$ cat src/rtl/pipe_ctrl_pkg.sv
// Shared types and helpers for the pipeline control plane: FSM state encoding,
// debug-unit mode codes and a priority helper for stall requests.
package pipe_ctrl_pkg;

  typedef enum logic [2:0] {
    ST_IDLE   = 3'd0,
    ST_RUN    = 3'd1,
    ST_STEP   = 3'd2,
    ST_DRAIN  = 3'd3,
    ST_HALTED = 3'd4
  } state_e;

  localparam logic [1:0] MODE_NONE  = 2'b00;
  localparam logic [1:0] MODE_RUN   = 2'b01;
  localparam logic [1:0] MODE_STEP  = 2'b10;
  localparam logic [1:0] MODE_DRAIN = 2'b11;

  // Upper bound on pipeline depth supported by highest_set().
  localparam int MAX_STAGES = 32;

  function automatic int highest_set(input logic [MAX_STAGES-1:0] vec);
    int idx;
    idx = -1;
    for (int i = 0; i < MAX_STAGES; i++) begin
      if (vec[i]) idx = i;
    end
    return idx;
  endfunction

endpackage

$ cat src/rtl/pipe_ctrl_sat_counter.sv
// Saturating up-counter with enable and synchronous clear; clear has priority
// and the count sticks at all-ones instead of wrapping.
module sat_counter #(
  parameter int WIDTH = 32
) (
  input  logic             i_clk,
  input  logic             i_reset,
  input  logic             i_en,
  input  logic             i_clr,
  output logic [WIDTH-1:0] o_cnt
);

  logic [WIDTH-1:0] cnt_q, cnt_d;

  always_comb begin
    cnt_d = cnt_q;
    if (i_clr) begin
      cnt_d = '0;
    end else if (i_en && (cnt_q != '1)) begin
      cnt_d = cnt_q + WIDTH'(1);
    end
  end

  always_ff @(posedge i_clk or posedge i_reset) begin
    if (i_reset) cnt_q <= '0;
    else         cnt_q <= cnt_d;
  end

  assign o_cnt = cnt_q;

endmodule

$ cat src/rtl/pipe_ctrl.sv
// Pipeline control plane: run/step/drain/halt sequencing for the debug unit,
// per-register write enables, bubble insertion and per-register valid tracking.
module pipe_ctrl
  import pipe_ctrl_pkg::*;
#(
  parameter int NB_STAGES = 4,
  parameter int NB_CNT    = 32,
  parameter int NB_STEP   = 8
) (
  input  logic                 i_clk,
  input  logic                 i_reset,
  input  logic [1:0]           i_mode,
  input  logic                 i_start,
  input  logic                 i_clear,
  input  logic [NB_STEP-1:0]   i_step_count,
  input  logic                 i_fetch_valid,
  input  logic [NB_STAGES-1:0] i_stall_req,
  input  logic [NB_STAGES-1:0] i_flush_req,
  input  logic                 i_halt_seen,
  output logic                 o_clk_en,
  output logic [NB_STAGES-1:0] o_stage_en,
  output logic [NB_STAGES-1:0] o_stage_bubble,
  output logic [NB_STAGES-1:0] o_valid,
  output logic [2:0]           o_state,
  output logic [NB_CNT-1:0]    o_cycle_cnt,
  output logic [NB_CNT-1:0]    o_retired_cnt,
  output logic                 o_done
);

  state_e               state_q, state_d;
  logic [NB_STEP-1:0]   step_q, step_d;
  logic                 done_q, done_d;
  logic [NB_STAGES-1:0] valid_q, valid_d;

  logic                 clk_en;
  logic                 start_ok;
  logic                 cnt_clr;
  logic                 retire_en;
  int                   stall_k;
  logic [NB_STAGES-1:0] stage_en;
  logic [NB_STAGES-1:0] bubble;
  logic                 fetch_in;
  logic [NB_STAGES-1:0] shift_in;

  // The datapath advances only from the registered state, never from inputs.
  assign clk_en    = state_q inside {ST_RUN, ST_STEP, ST_DRAIN};
  assign start_ok  = i_start && (i_mode != MODE_NONE) && (state_q == ST_IDLE);
  assign cnt_clr   = i_clear && ((state_q == ST_HALTED) ||
                                 ((state_q == ST_IDLE) && !start_ok));
  assign retire_en = clk_en && valid_q[NB_STAGES-1];

  // Stall at k holds 0..k and feeds a bubble into k+1; flushes add bubbles.
  always_comb begin
    // NOTE: every variable gets a default before any branch so no latch is inferred.
    stall_k  = highest_set(MAX_STAGES'(i_stall_req));
    stage_en = '0;
    bubble   = '0;
    for (int j = 0; j < NB_STAGES; j++) begin
      stage_en[j] = clk_en && (j > stall_k);
      bubble[j]   = clk_en && (((stall_k >= 0) && (j == stall_k + 1)) || i_flush_req[j]);
    end
  end

  always_comb begin
    fetch_in = i_fetch_valid && (state_q != ST_DRAIN);
    shift_in = {valid_q[NB_STAGES-2:0], fetch_in};
    valid_d  = valid_q;
    if (cnt_clr) begin
      valid_d = '0;
    end else begin
      for (int j = 0; j < NB_STAGES; j++) begin
        if (bubble[j])        valid_d[j] = 1'b0;
        else if (stage_en[j]) valid_d[j] = shift_in[j];
      end
    end
  end

  always_comb begin
    state_d = state_q;
    step_d  = step_q;
    done_d  = 1'b0;
    unique case (state_q)
      ST_IDLE: begin
        if (start_ok) begin
          unique case (i_mode)
            MODE_RUN:   state_d = ST_RUN;
            MODE_STEP: begin
              state_d = ST_STEP;
              step_d  = (i_step_count == '0) ? NB_STEP'(1) : i_step_count;
            end
            MODE_DRAIN: state_d = ST_DRAIN;
            default:    state_d = ST_IDLE;
          endcase
        end
      end
      ST_RUN: begin
        if (i_halt_seen) state_d = ST_HALTED;
      end
      ST_STEP: begin
        if (i_halt_seen) begin
          state_d = ST_HALTED;
        end else if (step_q == NB_STEP'(1)) begin
          state_d = ST_IDLE;
          done_d  = 1'b1;
        end else begin
          step_d = step_q - NB_STEP'(1);
        end
      end
      ST_DRAIN: begin
        // Finish on the cycle whose update empties the pipe, not one later.
        if (i_halt_seen) begin
          state_d = ST_HALTED;
        end else if (valid_d == '0) begin
          state_d = ST_IDLE;
          done_d  = 1'b1;
        end
      end
      ST_HALTED: begin
        if (i_clear) state_d = ST_IDLE;
      end
      default: state_d = ST_IDLE;
    endcase
  end

  // NOTE: asynchronous reset is in the sensitivity list so it acts between edges.
  always_ff @(posedge i_clk or posedge i_reset) begin
    if (i_reset) begin
      state_q <= ST_IDLE;
      step_q  <= '0;
      done_q  <= 1'b0;
      valid_q <= '0;
    end else begin
      // NOTE: non-blocking assignments so all flops sample pre-edge values.
      state_q <= state_d;
      step_q  <= step_d;
      done_q  <= done_d;
      valid_q <= valid_d;
    end
  end

  sat_counter #(.WIDTH(NB_CNT)) u_cycle_cnt (
    .i_clk   (i_clk),
    .i_reset (i_reset),
    .i_en    (clk_en),
    .i_clr   (cnt_clr),
    .o_cnt   (o_cycle_cnt)
  );

  sat_counter #(.WIDTH(NB_CNT)) u_retired_cnt (
    .i_clk   (i_clk),
    .i_reset (i_reset),
    .i_en    (retire_en),
    .i_clr   (cnt_clr),
    .o_cnt   (o_retired_cnt)
  );

  assign o_clk_en       = clk_en;
  assign o_stage_en     = stage_en;
  assign o_stage_bubble = bubble;
  assign o_valid        = valid_q;
  assign o_state        = state_q;
  assign o_done         = done_q;

endmodule

$ cat config.mk
export PLATFORM = sky130hd
export DESIGN_NAME = pipe_ctrl
export DESIGN_NICKNAME = d
export VERILOG_FILES = /design/src/rtl/pipe_ctrl_pkg.sv /design/src/rtl/pipe_ctrl_sat_counter.sv /design/src/rtl/pipe_ctrl.sv
export SDC_FILE = /design/constraint.sdc
export NUM_CORES = 1
export LEC_CHECK = 0
export ABC_AREA = 0
export BUFFER_PORTS_ARGS = -buffer_cell sky130_fd_sc_hd__buf_2
export CAP_MARGIN = 25
export CELL_PAD_IN_SITES_DETAIL_PLACEMENT = 1
export CELL_PAD_IN_SITES_GLOBAL_PLACEMENT = 1
export CORE_MARGIN = 3
export CORE_UTILIZATION = 23
export DETAILED_ROUTE_END_ITERATION = 8
export GPL_TIMING_DRIVEN = 0
export PLACE_DENSITY_LB_ADDON = 0.1
export SLEW_MARGIN = 20
export SYNTH_ARGS = -nofsm -noshare
export SYNTH_HDL_FRONTEND = slang
export SYNTH_SLANG_ARGS = --single-unit
$ cat constraint.sdc
create_clock -name i_clk -period 3.8 [get_ports i_clk]
set_input_delay 0.76 -clock i_clk [delete_from_list [all_inputs] [get_ports i_clk]]
set_output_delay 0.76 -clock i_clk [all_outputs]
set_load 0.01 [all_outputs]
# == Word level (Yosys, flattened, before mapping) ==
# Index checks and enable logic that the tools add are counted.
# word_totals
regBits,80
input_bits,24
out_inout_bits,81
word_cells,111
# classes
add_sub_neg,4
magnitude_cmp,5
eq_ne,22
muxes,37
reduce_logical,37
# ops
op,count
$mux W32,8
$add A32 B1 Y32 const B,2
$eq A3 B32 Y1 const A,2
$gt A3 B32 Y1 const A,2
$ne A32 B32 Y1 const B,2
$mux W8,5
$add A32 B2 Y32 const B,1
$eq A2 B32 Y1 const A,1
$ge A32 B1 Y1 const B,1
$gt A1 B32 Y1 const A,1
$gt A2 B32 Y1 const A,1
$logic_not A32 Y1,1
$mux W3,7
$logic_and A1 B1 Y1,20
$pmux W8 S2,1
$pmux W3 S5,1
$mux W1,12
$ne A2 B2 Y1 const B,5
$reduce_and A5 Y1,2
$ne A3 B2 Y1 const B,3
$eq A8 B1 Y1 const B,1
$logic_not A8 Y1,1
$reduce_bool A2 Y1,4
$sub A8 B1 Y8 const B,1
other kinds (14),20

# == Depth between registers and ports, before layout ==
# logic_depth
word_depth,15
depth_mapped,10
ltp_nobuf,10

# == Cells and area by module ==
# Synthesis repeated with hierarchy kept, for this count alone.
# unflattened
cells_unflattened,530
hier_area_um2,4758.3
# by_module_without_submodules
mod,n_inst,cells_each,area_each_um2,seq_area_each_um2
sat_counter,2,186,1740.4,800.8
pipe_ctrl,1,158,1277.5,400.4

# == Worst setup path after synthesis ==
# Ideal clock, no wire load.
# synth_path
path_type,in2out
from,in i_stall_req[0]
to,out o_stage_bubble[1]
arrival_ps,2330
t_required_ps,3040
setup_slack_ps,710
cell_stages,5
n_path_buf,0
cell_sequence,or4_1 ha_1 nor4bb_1 o211ai_1 o21ai_0
# synth_via
elab_chain_cells,9
word_cells_on_any_way,10
cone_classes,add/sub: 1; order compare: 1; eq/ne: 1; mux: 4; reduce/logical: 3
# synth_lines
element,line,source
start: declaration,pipe_ctrl.sv:17,"input logic [NB_STAGES-1:0] i_stall_req,"
$mux W32 (*) (4 in a row),pipe_ctrl_pkg.sv:25,if (vec[i]) idx = i;
$add A32 B2 Y32,pipe_ctrl.sv:60,bubble[j] = clk_en && (((stall_k >= 0) && (j == stall_k + 1)) || i_flush_req[j]);
$eq A2 B32 Y1,pipe_ctrl.sv:60,
$logic_and A1 B1 Y1 (*),pipe_ctrl.sv:60,
$logic_or A1 B1 Y1 (*),pipe_ctrl.sv:60,
$logic_and A1 B1 Y1 (*),pipe_ctrl.sv:60,
end: declaration,pipe_ctrl.sv:22,"output logic [NB_STAGES-1:0] o_stage_bubble,"
# Mark *: on every way between the ends. The rest lies on a longest branch, timed or not.

# == Worst setup path after layout ==
# Ends and elaborated chain as after synthesis.

==> flow_summary.ini <==
[worst_setup_path]
path_buf_inv = 2
ff2ff_path_depth = 6
r2r-start = o_state[1]$_DFFE_PP0P_
crit_chain = buf_2 -> or4_1 -> ha_1 -> nor4bb_1 -> o211ai_1 -> o21ai_0 -> buf_2
crit_type = input port to output port
cp-end-kind = output port
slowest_delay_ns = 0.57
worst_ep_arrival_time_ns = 2.75
r2r_end = u_retired_cnt.o_cnt[20]$_DFFE_PP0P_
path_delay_family = simple AND/OR/NAND/NOR gates
crit_required_ns = 3.04
cpMostUsedCell = buf_2
slowest_stage = or4_1
cp-start-kind = input port
reg2reg_slack_ns = 1.26
path_max_fanout = 5

[routing]
drt_iter0_markers = 217
via_count = 4382
ant_nets = 0
wl_met1_um = 7810
drc = 0
wl_met3_um = 554
drt_pass1_iterations = 4
detail_route.vias_per_cell = 4.95
routed_wirelength_um = 15600
routedWlPerCell_um = 17.6
top_layer_used = met4
wl_met2_um = 6990

[power]
p_leak_uw = 0.00262
clkPwrFrac = 0.319
ir_worst_vdd_mv = 0.203
switching_power_uw = 960
power_frac_comb = 0.293
p_sw_frac = 0.377
seq_power_share = 0.388
power_density_mw_per_mm2 = 448
p_total_uw = 2550
p_int_uw = 1590

[yosys]
ys_seq_area_frac = 0.443
synth_fa_ha_area_frac = 0.0194
synthArstFlopShare = 1.00
ys_seq_elements = 80
avgSynthCellArea_um2 = 8.95
muxShareOfSynthArea = 0.00221
syn_nets = 536
synth_ff_type = dfrtp_1
synth_top_family_by_area = simple AND/OR/NAND/NOR gates
yosysUniqueCellTypes = 55
yosys_warnings = 0
synthXorXnorAreaFrac = 0.0659
synth_edf_count = 0
syn_inst = 505
syn-cell-area_mm2 = 0.00452
synth_compound_area_frac = 0.141
synth-simple-area-share = 0.295

[sta]
rsz0062_at_grt = no
min_period_ns = 3.51
whs_ns = 0.340
setup-violations-final = 0
fmax_mhz = 285
fin_worst_skew_ns = 0.00879
drv_slew = 0
hold_violations = 0
max-slew-margin-rel = 0.453
min_period_over_period = 0.923
worst_pin_slew_ns = 0.814

[clocking]
htree_levels = 3
numCtsBuffers = 9
clock_sink_count = 80
cts_resized = 0
worstSkewPairLatency_ns = 0.34
cts_buffer_depth = 2
path_clk_slew_ns = 0.06
post-cts-setup-buffers = 0
tritoncts = yes
cts-root-buf = clkbuf_16
postCtsHoldBufs = 0

[layout]
final_nets = 653
layout-drive-gt1-share = 0.216
area_growth_syn_to_layout_pct = 25.7
n_antenna_cell = 0

[global_routing]
grtUsageTotal = 0.146
antenna_found_initial = 0
first_global_vias = 4531
overflow = 0
grt_max_degree = 67
grt_pass1_wl_um = 25200

[floorplanning]
core_area_mm2 = 0.0190
dieArea_mm2 = 0.0214
io_pins = 105
start_util = 0.238
placementRows = 50
die_w_um = 146
dieHeight_um = 146

[outcome]
outcome = finished clean

[place]
dpl.hpwl_um = 11500
gp_congestion = 0.743
io_buffers = 104

[flow_run]
timing.max_cap.violations = 0

[worst_hold_path]
hold_class = input port to async pin
how the worst max path moves through the flow:
stage | from | to | slack (ns) | cells past startpoint
6_report | i_stall_req[0] | o_stage_bubble[1] | 0.29 | 7
5_1_grt | i_stall_req[0] | o_stage_bubble[1] | 0.07 | 7
4_1_cts | i_stall_req[0] | o_stage_bubble[1] | 0.24 | 7
2_1_floorplan | i_stall_req[0] | o_stage_bubble[1] | 0.71 | 5
3_3_place_gp | i_reset | step_q[0]$_DFFE_PP0P_ | -0.49 | 2
3_5_place_dp | i_stall_req[0] | o_stage_bubble[1] | 0.26 | 7
power groups by stage:
stage	Combinational, uW	Clock, uW	Sequential [uW]
global route	845	893	1000
detailed placement	764	0	1000
CTS	766	856	989
global placement	745	0	1000
floorplan	447	0	997
finish	745	813	989
synthesized netlist by cell type (all sizes together), types with 2 or more instances:
master,count,area [um^2]
clkbuf,15,56.3
nor3b,3,22.5
nand3b,3,22.5
nor4b,2,17.5
o211ai,13,97.6
nor2b,2,12.5
or3,10,62.6
or4,11,86.3
and4,9,78.8
nor2,57,214
and2,7,43.8
nor3,11,55.1
o311ai,2,17.5
nand4,23,144
xnor2,8,70.1
nor4,10,77.6
nand2,39,146
or3b,2,17.5
and3,14,87.6
o2bb2ai,4,35.0
dfrtp,80,2000
o21ai,29,145
xor2,26,228
a21oi,24,120
inv,16,60.1
a31oi,4,25.0
ha,7,87.6
nand3,35,185
o31ai,9,67.6
nand2b,3,18.8
nand4b,3,26.3
a22oi,2,15.0
buf,6,35.0
final cells by class:
class,instances,area [um^2]
Clock buffer,10,239
Fill cell,2324,13300
Inverter,16,65.1
Sequential cell,80,2000
Multi-Input combinational cell,388,2380
Buffer,21,91.3
Clock inverter,4,22.5
Tap cell,260,325
Timing Repair Buffer,106,556
cells by family (layout without fill, tap and decap cells):
family	Yosys count	after routing
and+or+nand+nor	246	246
muxes	1	1
xor gates and xnor gates	34	34
DFF	80	80
buffers and inverters	37	157
adders and majority gates	7	7
AOI/OAI and AO/OA	100	100
sequential cells by signal (all words and copies together), names as in the netlist:
name and count:
u_cycle_cnt.o_cnt 32, u_retired_cnt.o_cnt 32, step_q 8, o_valid 4
o_state 3, o_done 1
cell usage in the layout (no fill, tap or decap), types with 3 or more instances in the layout:
master	synthesis	layout
a21oi_1	24	24
a31oi_1	4	4
and2_1	7	7
and3_1	14	14
and4_1	9	9
buf_2	4	108
clkbuf_1	15	15
clkbuf_16	0	9
clkinv_2	0	3
dfrtp_1	80	80
ha_1	7	7
inv_1	16	15
nand2_1	39	39
nand2b_1	3	3
nand3_1	33	33
nand3b_1	3	3
nand4_1	23	23
nand4b_1	3	3
nor2_1	57	57
nor3_1	11	11
nor3b_1	3	3
nor4_1	9	7
o211ai_1	13	13
o21ai_0	28	28
o2bb2ai_1	4	4
o31ai_1	9	9
or3_1	10	10
or4_1	10	10
xnor2_1	8	8
xor2_1	26	26
per-stage QoR:
step           TNS [ns]  instance area [um^2]  cells   util  worst slack [ns]
3_5_place_dp          0                  5410    870  0.284             0.259
5_1_grt               0                  5680    885  0.299            0.0733
4_1_cts               0                  5670    884  0.298             0.245
2_1_floorplan         0                  4520    505      -             0.710
6_report              0                  5680    885  0.299             0.294
3_3_place_gp     -38.90                  5370    869  0.282            -0.493
routing by layer:
layer,GRT usage,up-vias
met5,0,-
met3,0.0301,15
li1,-,2100
met1,0.210,2181
met2,0.223,86
met4,0.0386,0
No activity file was read; power rests on OpenSTA's default activity.
